$ cat src/rtl/rom_port_arbiter_pkg.sv
// Shared widths, FSM encoding and port IDs for the ROM read-port arbiter.
package rom_port_arbiter_pkg;

    localparam int unsigned API_ADDR_WIDTH = 32;
    localparam int unsigned API_DATA_WIDTH = 32;

    typedef enum logic [0:0] {
        ST_INIT = 1'b0,
        ST_RUN  = 1'b1
    } state_e;

    localparam logic PORT_IF = 1'b0;
    localparam logic PORT_LS = 1'b1;

    typedef struct packed {
        logic valid;
        logic port;
        logic err;
    } rsp_tag_t;

    function automatic logic addr_illegal(input logic [API_ADDR_WIDTH-1:0] addr,
                                          input int unsigned rom_bytes);
        return (addr >= rom_bytes) || (addr[1:0] != 2'b00);
    endfunction

endpackage

$ cat src/rtl/rom_port_arbiter_if.sv
// Fetch, load and ROM-side signals of the arbiter; slave is the arbiter's view.
interface rom_port_arbiter_if;
    import rom_port_arbiter_pkg::*;

    logic                      if_req_i;
    logic [API_ADDR_WIDTH-1:0] if_addr_i;
    logic                      if_gnt_o;
    logic                      if_rvalid_o;
    logic [API_DATA_WIDTH-1:0] if_rdata_o;
    logic                      if_err_o;

    logic                      ls_req_i;
    logic [API_ADDR_WIDTH-1:0] ls_addr_i;
    logic                      ls_gnt_o;
    logic                      ls_rvalid_o;
    logic [API_DATA_WIDTH-1:0] ls_rdata_o;
    logic                      ls_err_o;

    logic                      rom_en_o;
    logic [API_ADDR_WIDTH-1:0] rom_addr_o;
    logic [API_DATA_WIDTH-1:0] rom_data_i;

    modport slave (
        input  if_req_i, if_addr_i, ls_req_i, ls_addr_i, rom_data_i,
        output if_gnt_o, if_rvalid_o, if_rdata_o, if_err_o,
        output ls_gnt_o, ls_rvalid_o, ls_rdata_o, ls_err_o,
        output rom_en_o, rom_addr_o
    );

    modport master (
        output if_req_i, if_addr_i, ls_req_i, ls_addr_i, rom_data_i,
        input  if_gnt_o, if_rvalid_o, if_rdata_o, if_err_o,
        input  ls_gnt_o, ls_rvalid_o, ls_rdata_o, ls_err_o,
        input  rom_en_o, rom_addr_o
    );

endinterface

$ cat src/rtl/rom_port_arbiter_rr_arb2.sv
// Two-way round-robin arbiter; the pointer only moves when both inputs request.
module rr_arb2 (
    input  logic       clk,
    input  logic       reset,
    input  logic       en,
    input  logic [1:0] req,
    output logic [1:0] gnt,
    output logic       last
);

    logic last_q;

    always_comb begin
        gnt = 2'b00;
        if (en) begin
            if (req == 2'b11) begin
                gnt = last_q ? 2'b01 : 2'b10;
            end else begin
                gnt = req;
            end
        end
    end

    always_ff @(posedge clk) begin
        if (reset) begin
            last_q <= 1'b1;
        end else if (en && (req == 2'b11)) begin
            last_q <= ~last_q;
        end
    end

    assign last = last_q;

endmodule

$ cat src/rtl/rom_port_arbiter.sv
// Shares the single ROM read port between fetch and load, with a post-reset hold-off window,
// address screening and one-cycle tagged response routing.
module rom_port_arbiter
    import rom_port_arbiter_pkg::*;
#(
    parameter int unsigned ROM_BYTES   = 8192,
    parameter int unsigned INIT_CYCLES = 4
) (
    input logic               clk,
    input logic               reset,
    rom_port_arbiter_if.slave bus
);

    localparam int unsigned CntW = (INIT_CYCLES > 1) ? $clog2(INIT_CYCLES) : 1;
    localparam logic [CntW-1:0] CntLast = CntW'(INIT_CYCLES - 1);

    state_e                    state_q;
    logic [CntW-1:0]           init_cnt_q;
    rsp_tag_t                  tag_q;
    logic [API_ADDR_WIDTH-1:0] rom_addr_q;
    logic [API_ADDR_WIDTH-1:0] gnt_addr;
    logic [15:0]               if_grant_cnt;
    logic [15:0]               ls_grant_cnt;
    logic [1:0]                req;
    logic [1:0]                gnt;
    logic                      run;
    logic                      last_ls;
    logic                      gnt_any;
    logic                      gnt_err;
    logic                      gnt_ok;
    logic                      if_hit;
    logic                      ls_hit;

    // Gating with reset keeps grants and responses silent while reset is held.
    assign run = (state_q == ST_RUN) && !reset;
    assign req = {bus.ls_req_i, bus.if_req_i};

    rr_arb2 u_rr_arb2 (
        .clk  (clk),
        .reset(reset),
        .en   (run),
        .req  (req),
        .gnt  (gnt),
        .last (last_ls)
    );

    always_comb begin
        gnt_addr = gnt[PORT_LS] ? bus.ls_addr_i : bus.if_addr_i;
        gnt_any  = |gnt;
        gnt_err  = gnt_any && addr_illegal(gnt_addr, ROM_BYTES);
        gnt_ok   = gnt_any && !gnt_err;
    end

    assign bus.if_gnt_o   = gnt[PORT_IF];
    assign bus.ls_gnt_o   = gnt[PORT_LS];
    assign bus.rom_en_o   = gnt_ok;
    assign bus.rom_addr_o = gnt_ok ? gnt_addr : rom_addr_q;

    assign if_hit = tag_q.valid && (tag_q.port == PORT_IF) && !reset;
    assign ls_hit = tag_q.valid && (tag_q.port == PORT_LS) && !reset;

    assign bus.if_rvalid_o = if_hit;
    assign bus.if_err_o    = if_hit && tag_q.err;
    assign bus.if_rdata_o  = (if_hit && !tag_q.err) ? bus.rom_data_i : '0;
    assign bus.ls_rvalid_o = ls_hit;
    assign bus.ls_err_o    = ls_hit && tag_q.err;
    assign bus.ls_rdata_o  = (ls_hit && !tag_q.err) ? bus.rom_data_i : '0;

    always_ff @(posedge clk) begin
        if (reset) begin
            state_q      <= ST_INIT;
            init_cnt_q   <= '0;
            tag_q        <= '0;
            rom_addr_q   <= '0;
            if_grant_cnt <= '0;
            ls_grant_cnt <= '0;
        end else begin
            unique case (state_q)
                ST_INIT: begin
                    if (init_cnt_q == CntLast) begin
                        state_q    <= ST_RUN;
                        init_cnt_q <= '0;
                    end else begin
                        init_cnt_q <= init_cnt_q + CntW'(1);
                    end
                end
                ST_RUN: state_q <= ST_RUN;
            endcase
            tag_q <= '{valid: gnt_any, port: gnt[PORT_LS], err: gnt_err};
            if (gnt_ok) begin
                rom_addr_q <= gnt_addr;
            end
            if (gnt[PORT_IF] && (if_grant_cnt != 16'hFFFF)) begin
                if_grant_cnt <= if_grant_cnt + 16'd1;
            end
            if (gnt[PORT_LS] && (ls_grant_cnt != 16'hFFFF)) begin
                ls_grant_cnt <= ls_grant_cnt + 16'd1;
            end
        end
    end

`ifndef SYNTHESIS
    a_one_gnt: assert property (@(posedge clk) !(bus.if_gnt_o && bus.ls_gnt_o));
    a_if_hold: assert property (@(posedge clk) disable iff (reset)
        (bus.if_req_i && !bus.if_gnt_o) |=> (bus.if_req_i && $stable(bus.if_addr_i)));
    a_ls_hold: assert property (@(posedge clk) disable iff (reset)
        (bus.ls_req_i && !bus.ls_gnt_o) |=> (bus.ls_req_i && $stable(bus.ls_addr_i)));
    a_rr: assert property (@(posedge clk) disable iff (reset)
        (run && (req == 2'b11)) |-> (gnt == (last_ls ? 2'b01 : 2'b10)));
    a_if_cnt: assert property (@(posedge clk) disable iff (reset)
        (bus.if_gnt_o && (if_grant_cnt != 16'hFFFF)) |=>
        (if_grant_cnt == $past(if_grant_cnt) + 16'd1));
    a_ls_cnt: assert property (@(posedge clk) disable iff (reset)
        (bus.ls_gnt_o && (ls_grant_cnt != 16'hFFFF)) |=>
        (ls_grant_cnt == $past(ls_grant_cnt) + 16'd1));
`endif

endmodule

$ cat src/flat_wrapper.sv
// flat-port wrapper written by rule: the top's interface ports become plain ports
module rom_port_arbiter_flat import rom_port_arbiter_pkg::*;
#(
    parameter int unsigned ROM_BYTES   = 8192,
    parameter int unsigned INIT_CYCLES = 4
)
  (clk, reset, bus_if_req_i, bus_if_addr_i, bus_ls_req_i, bus_ls_addr_i, bus_rom_data_i, bus_if_gnt_o, bus_if_rvalid_o, bus_if_rdata_o, bus_if_err_o, bus_ls_gnt_o, bus_ls_rvalid_o, bus_ls_rdata_o, bus_ls_err_o, bus_rom_en_o, bus_rom_addr_o);
  rom_port_arbiter_if bus_i ();
  input logic clk;
  input logic reset;
  input wire logic [$bits(bus_i.if_req_i)-1:0] bus_if_req_i;
  input wire logic [$bits(bus_i.if_addr_i)-1:0] bus_if_addr_i;
  input wire logic [$bits(bus_i.ls_req_i)-1:0] bus_ls_req_i;
  input wire logic [$bits(bus_i.ls_addr_i)-1:0] bus_ls_addr_i;
  input wire logic [$bits(bus_i.rom_data_i)-1:0] bus_rom_data_i;
  output wire logic [$bits(bus_i.if_gnt_o)-1:0] bus_if_gnt_o;
  output wire logic [$bits(bus_i.if_rvalid_o)-1:0] bus_if_rvalid_o;
  output wire logic [$bits(bus_i.if_rdata_o)-1:0] bus_if_rdata_o;
  output wire logic [$bits(bus_i.if_err_o)-1:0] bus_if_err_o;
  output wire logic [$bits(bus_i.ls_gnt_o)-1:0] bus_ls_gnt_o;
  output wire logic [$bits(bus_i.ls_rvalid_o)-1:0] bus_ls_rvalid_o;
  output wire logic [$bits(bus_i.ls_rdata_o)-1:0] bus_ls_rdata_o;
  output wire logic [$bits(bus_i.ls_err_o)-1:0] bus_ls_err_o;
  output wire logic [$bits(bus_i.rom_en_o)-1:0] bus_rom_en_o;
  output wire logic [$bits(bus_i.rom_addr_o)-1:0] bus_rom_addr_o;
  assign bus_i.if_req_i = bus_if_req_i;
  assign bus_i.if_addr_i = bus_if_addr_i;
  assign bus_i.ls_req_i = bus_ls_req_i;
  assign bus_i.ls_addr_i = bus_ls_addr_i;
  assign bus_i.rom_data_i = bus_rom_data_i;
  assign bus_if_gnt_o = bus_i.if_gnt_o;
  assign bus_if_rvalid_o = bus_i.if_rvalid_o;
  assign bus_if_rdata_o = bus_i.if_rdata_o;
  assign bus_if_err_o = bus_i.if_err_o;
  assign bus_ls_gnt_o = bus_i.ls_gnt_o;
  assign bus_ls_rvalid_o = bus_i.ls_rvalid_o;
  assign bus_ls_rdata_o = bus_i.ls_rdata_o;
  assign bus_ls_err_o = bus_i.ls_err_o;
  assign bus_rom_en_o = bus_i.rom_en_o;
  assign bus_rom_addr_o = bus_i.rom_addr_o;
  rom_port_arbiter #(.ROM_BYTES(ROM_BYTES), .INIT_CYCLES(INIT_CYCLES)) u_core (.clk(clk), .reset(reset), .bus(bus_i));
endmodule
$ cat config.mk
export PLATFORM = sky130hd
export DESIGN_NAME = rom_port_arbiter_flat
export DESIGN_NICKNAME = d
export VERILOG_FILES = /design/src/rtl/rom_port_arbiter_pkg.sv /design/src/rtl/rom_port_arbiter_if.sv /design/src/rtl/rom_port_arbiter_rr_arb2.sv /design/src/rtl/rom_port_arbiter.sv /design/src/flat_wrapper.sv
export SDC_FILE = /design/constraint.sdc
export NUM_CORES = 1
export LEC_CHECK = 0
export CAP_MARGIN = 25
export CORE_AREA = 2 2 79 81
export DETAILED_ROUTE_END_ITERATION = 8
export DIE_AREA = 0 0 81 83
export DONT_BUFFER_PORTS = 1
export RECOVER_POWER = 100
export SLEW_MARGIN = 40
export SYNTH_ARGS = -nofsm -noshare
export SYNTH_HDL_FRONTEND = slang
export SYNTH_SLANG_ARGS = --single-unit
export TNS_END_PERCENT = 10
$ cat constraint.sdc
create_clock -name clk -period 5.4 [get_ports clk]
set_input_delay 0.54 -clock clk [delete_from_list [all_inputs] [get_ports clk]]
set_output_delay 0.54 -clock clk [all_outputs]
set_load 0.05 [all_outputs]
Word level (Yosys, flattened, before mapping) --
Cells that the tools add are included.
Word-level totals: flip-flop bits (word level) 39, word-level logic and storage cells 42
Cells by class: add/subtract/negate cells 1, magnitude comparators 1, equality and inequality tests 2, mux-type cells 10, bitwise operators 3, reduce and logical (&&, ||, !) cells 18
Operators with widths (count):
- 32-bit two-way mux | 4
- 32-bit by 14-bit >= comparator with 1-bit output, second input constant | 1
- 1-bit logical AND | 12
- 2-bit two-way mux | 4
- 2-bit equality test, second input constant | 2
- 1-bit zero test | 3
- 1-bit NOT | 3
- 2-bit by 1-bit adder with 2-bit output, second input constant | 1
- 1-bit case mux with 2 select lines | 1
- 2-bit nonzero test | 1
- 2-bit OR reduction | 1
- 1-bit logical OR | 1
- 1-bit two-way mux | 1

Longest topological paths before layout --
word-level depth 10, depth in mapped cells 7

Modules after synthesis --
A second synthesis with hierarchy kept.
Second synthesis, totals: cells, all modules 258, area, all modules 2158.3 µm²
Modules (own cells, without submodules):
- rom_port_arbiter | instances 1, cells an instance 249, area each 2094.5 µm², sequential area each 760.7 µm²
- rr_arb2 | instances 1, cells an instance 9, area each 63.8 µm², sequential area each 20.0 µm²

Worst setup path after synthesis --
Ideal clock, no wire load.
path kind input-to-output, from in reset, to out bus_if_rdata_o[10], arrival time 2.924 ns, data required time 4.860 ns, slack 1.936 ns, stages 5, path buffers 2, cell sequence buf_2 nor3b_1 nor2b_1 clkbuf_1 and2_1
On the way: cells in the longest elaborated chain, start to end 4
Ends and longest elaborated chain:
- start, declared | line flat_wrapper.sv:10 | input logic reset;
- 1-bit zero test | line rom_port_arbiter.sv:59 | assign if_hit = tag_q.valid && (tag_q.port == PORT_IF) && !reset;
- 1-bit logical AND | line rom_port_arbiter.sv:59
- via bus_if_rvalid_o | line flat_wrapper.sv:17 | output wire logic [$bits(bus_i.if_rvalid_o)-1:0] bus_if_rvalid_o;
- 1-bit logical AND | line rom_port_arbiter.sv:64 | assign bus.if_rdata_o = (if_hit && !tag_q.err) ? bus.rom_data_i : '0;
- 32-bit two-way mux | line rom_port_arbiter.sv:64
- end, declared | line flat_wrapper.sv:18 | output wire logic [$bits(bus_i.if_rdata_o)-1:0] bus_if_rdata_o;
The timed path passes the listed nets, and every way through them passes these cells.

Worst setup path after layout --
from reg u_core.state_q, to out bus_rom_addr_o[13]
On the way: cells in the longest elaborated chain, start to end 9
Ends and longest elaborated chain:
- start, declared | line rom_port_arbiter.sv:17 | state_e state_q;
- start signal, assigned | line rom_port_arbiter.sv:71 | state_q <= ST_INIT;
- start signal, assigned | line rom_port_arbiter.sv:81 | state_q <= ST_RUN;
- start signal, assigned | line rom_port_arbiter.sv:87 | ST_RUN: state_q <= ST_RUN;
- 1-bit logical AND * | line rom_port_arbiter.sv:35 | assign run = (state_q == ST_RUN) && !reset;
- 2-bit two-way mux * | line rom_port_arbiter_rr_arb2.sv:15 | if (en) begin
- 32-bit two-way mux | line rom_port_arbiter.sv:48 | gnt_addr = gnt[PORT_LS] ? bus.ls_addr_i : bus.if_addr_i;
- 32-bit by 14-bit >= comparator with 1-bit output / 2-bit nonzero test (equally long branches) | line rom_port_arbiter_pkg.sv:23 | return (addr >= rom_bytes) || (addr[1:0] != 2'b00);
- 1-bit logical OR | line rom_port_arbiter_pkg.sv:23
- 1-bit logical AND | line rom_port_arbiter.sv:50 | gnt_err = gnt_any && addr_illegal(gnt_addr, ROM_BYTES);
- 1-bit zero test | line rom_port_arbiter.sv:51 | gnt_ok = gnt_any && !gnt_err;
- 1-bit logical AND | line rom_port_arbiter.sv:51
- 32-bit two-way mux *
- end, declared | line flat_wrapper.sv:25 | output wire logic [$bits(bus_i.rom_addr_o)-1:0] bus_rom_addr_o;
Every way passes the cells marked *; elsewhere a longest branch is shown, timed or not.

==> flow_summary_export.csv <==
group,metric,value,unit
global_route,grt_max_degree,33,
clocking,cts.path.max_buffers,2,
timing,min_period_over_period,71.5,%
synth,synth_warnings,0,
critical_path,endpoint_kind,"output port",
critical_path,rr_startpoint,"u_core.state_q$_SDFF_PP0_",
detailed_routing,vias_per_cell,5.29,
synth,synth_ff_type,"dfxtp_1",
die,dieArea,6720,µm²
synth,synth.area.top_cells,"dfxtp_1, and2_1, mux2_2",
clocking,clk_latency,0.29,ns
detailed_routing,route.antenna.remaining_nets,0,
placement,dp_cells,332,
power,seqPwrFrac,55.0,%
detailed_routing,dr.pass1.iters,4,
detailed_routing,drt_wl_total,6110,µm
die,initial_core_util,39.6,%
clocking,cts_resized,0,
synth,synthesis.nets,369,
detailed_routing,drt_iter0_drc,50,
global_route,grt_pass1_vias,1661,
timing,report.final.slew_viol_count,3,
placement,port_buffers,0,
finish,fill_cells,583,
synth,synth.largest_area_cell,"dfxtp_1",
finish,final_cells,340,
critical_path,crit_path_start_kind,"flip-flop",
detailed_routing,drc,0,
power,switching_power,0.000142,W
synth,synth_area_per_cell,8.59,µm²
outcome,violations,"capacitance limit, slew limit",
synth,synth-edff-count,0,
critical_path,startpoint,"u_core.state_q$_SDFF_PP0_",
synth,synth_cell_types,31,
clocking,cts_buffers,5,
timing,worst_pin_slew,1.68,ns
global_route,gr-total-overflow,0,
die,die_w,81,µm
outcome,status,"finished with violations",
critical_path,path_cells,"nor2b_1, nand3_1, nor3_4, clkbuf_1, nor2_2, buf_4, and2_0",
critical_path,slowest_delay,0.65,ns
die,num_rows,28,
power,ir_worst_vdd,0.166,mV
power,power.leakage,0.917,nW
die,die_h,83,µm
synth,synth-seq-area-share,33.9,%
clocking,cts_tree,"yes",
timing,skew,0.00324,ns
global_route,grt.total_usage,17.3,%
critical_path,crit_type,"reg -> out",
placement,place.gp.congestion,0.814,
critical_path,required,4.86,ns
clocking,clkSinkCount,39,
clocking,cts-htree-levels,2,
job,cap_violations,1,
synth,yosys.area.top_type_share,33.9,%
timing,slew_headroom,-12.3,%
finish,area_growth_syn_to_layout,5.49,%
timing,rsz0062_at_grt,"false",
clocking,postCtsHoldBufs,0,
clocking,clk_pin_slew,0.08,ns
finish,finalNetCount,365,
power,switching_share,26.2,%
timing,finalHoldViolCount,0,
timing,finalSetupViolations,0,
critical_path,worstPathMaxFanout,32,
detailed_routing,detail_route.wl_per_cell,18.0,µm
timing,max_freq,0.259,GHz
detailed_routing,vias,1799,
die,ioPinCount,203,
finish,drive_gt1_share,14.3,%
power,power_density,223,nW/µm²
timing,setup_tns,0,ns
critical_path,slowest_stage,"nand3_1",
die,core_area,5820,µm²
timing,period_needed,3.86,ns
global_route,grt_pass1_wl,8960,µm
worst_hold_path,hold_class,"in -> reg",
global_route,antenna_found_initial,0,
clocking,root_buffer,"clkbuf_8",
power,p_int,0.000400,W
synth,synthArstFlopShare,0,%
synth,synth-seq-cells,39,
worst_hold_path,hold_path_startpoint,"reset",
power,power.share.clock,36.5,%
synth,synthCells,268,
placement,dp_hpwl,4790,µm
clocking,post_cts_buffers,0,
finish,insertedDiodeCount,0,
critical_path,cp.arrival,3.32,ns
synth,syn_area,2300,µm²
power,combPwrFrac,8.5,%
==> kinds of logic (layout without fill, tap and decap cells) <==
group | after synthesis | in the layout | synth area share (%)
xor+xnor | 1 | 1 | 0.380
simple gates | 159 | 159 | 43.3
flops | 39 | 39 | 33.9
mux | 23 | 23 | 12.7
compound gates | 25 | 25 | 5.54
fa+ha+maj | 1 | 1 | 0.543
buf+inv | 20 | 17 | 3.69
==> through the flow <==
stage / util [%] / hold slack (ns) / worst slack, ns / area, µm² / total power, W
2_1_floorplan: - / 0.421 / 1.94 / 2300 / 0.000348
3_3_place_gp: 40.8 / 0.433 / 2.64 / 2370 / 0.000352
3_5_place_dp: 40.9 / 0.436 / 2.69 / 2380 / 0.000354
4_1_cts: 42.4 / 0.300 / 2.39 / 2470 / 0.000553
5_1_grt: 41.8 / 0.298 / 1.17 / 2430 / 0.000570
6_report: 41.8 / 0.314 / 1.54 / 2430 / 0.000542
==> worst max-delay path: cells and delay by family, from the launching register on <==
kind                   cells  cell delay, ns
and+or+nand+nor            5            1.81
DFF                        1            0.43
buffers and inverters      2            0.78
==> final cells by class <==
cell class / instances / area, µm² / area share, %
inverters: 3 / 11.3 / 0.463
well taps: 75 / 93.8 / 3.86
clock inverters: 3 / 20.0 / 0.824
multi-input cells: 209 / 1420 / 58.3
flip-flops and latches: 39 / 781 / 32.1
repair buffers: 6 / 37.5 / 1.54
clock buffers: 5 / 68.8 / 2.83
==> layer usage <==
metal	global-route usage [%]	routed length, µm
met4	4.16	58
met5	0	0
met1	21.7	2590
met3	5.33	490
met2	28.5	2970
==> state kept, by name (all words and copies together), names as in the netlist <==
| signal | cells |
|---|---|
| u_core.state_q | 1 |
| u_core.u_rr_arb2.last | 1 |
| u_core.tag_q | 3 |
| u_core.rom_addr_q | 32 |
| u_core.init_cnt_q | 2 |
==> power by group through the flow <==
stage,Combinational (W),Clock [W],Sequential (W)
4_1_cts,0.0000488,0.000206,0.000298
2_1_floorplan,0.0000446,0,0.000304
3_5_place_dp,0.0000486,0,0.000305
5_1_grt,0.0000512,0.000219,0.000299
6_report,0.0000460,0.000198,0.000298
3_3_place_gp,0.0000475,0,0.000305
==> cell usage in the layout (no fill, tap or decap), types with 2 or more instances in the layout <==
cell,synthesis,routed
and2_0,0,94
dfxtp_1,39,39
o21ai_0,22,22
and2_1,109,15
nand2b_1,13,13
mux2_2,13,13
mux2_4,9,9
nor4_1,8,8
nor2_1,7,7
nor3_1,5,5
clkbuf_8,0,5
buf_4,0,4
nor2b_1,2,3
nand3_1,2,3
inv_1,3,3
nand2_1,3,3
nand4_1,2,2
a21oi_1,2,2
clkinvlp_4,0,2
clkbuf_1,13,2
==> synth_stat cells, types with 2 or more instances <==
cell and instances:
dfxtp_1 39, nor4_1 8, and2_1 109, nand2b_1 13, inv_1 3, nand3_1 2, mux2_4 9, o21ai_0 22
nand4_1 2, nor2_1 7, mux2_2 13, nor2b_1 2, clkbuf_1 13, nand2_1 3, buf_2 2, nor3_1 5
a21oi_1 2
==> final timing paths <==
path	depth (start not counted)	slack, ns	end
max	7	1.54	bus_rom_addr_o[13]
min	1	0.31	u_core.init_cnt_q[1]$_SDFFE_PP0N_
max reg2reg	6	2.35	u_core.rom_addr_q[10]$_SDFF_PP0_
min reg2reg	1	0.46	u_core.rom_addr_q[20]$_SDFF_PP0_
Note: power is estimated with default switching activity, not from simulation.
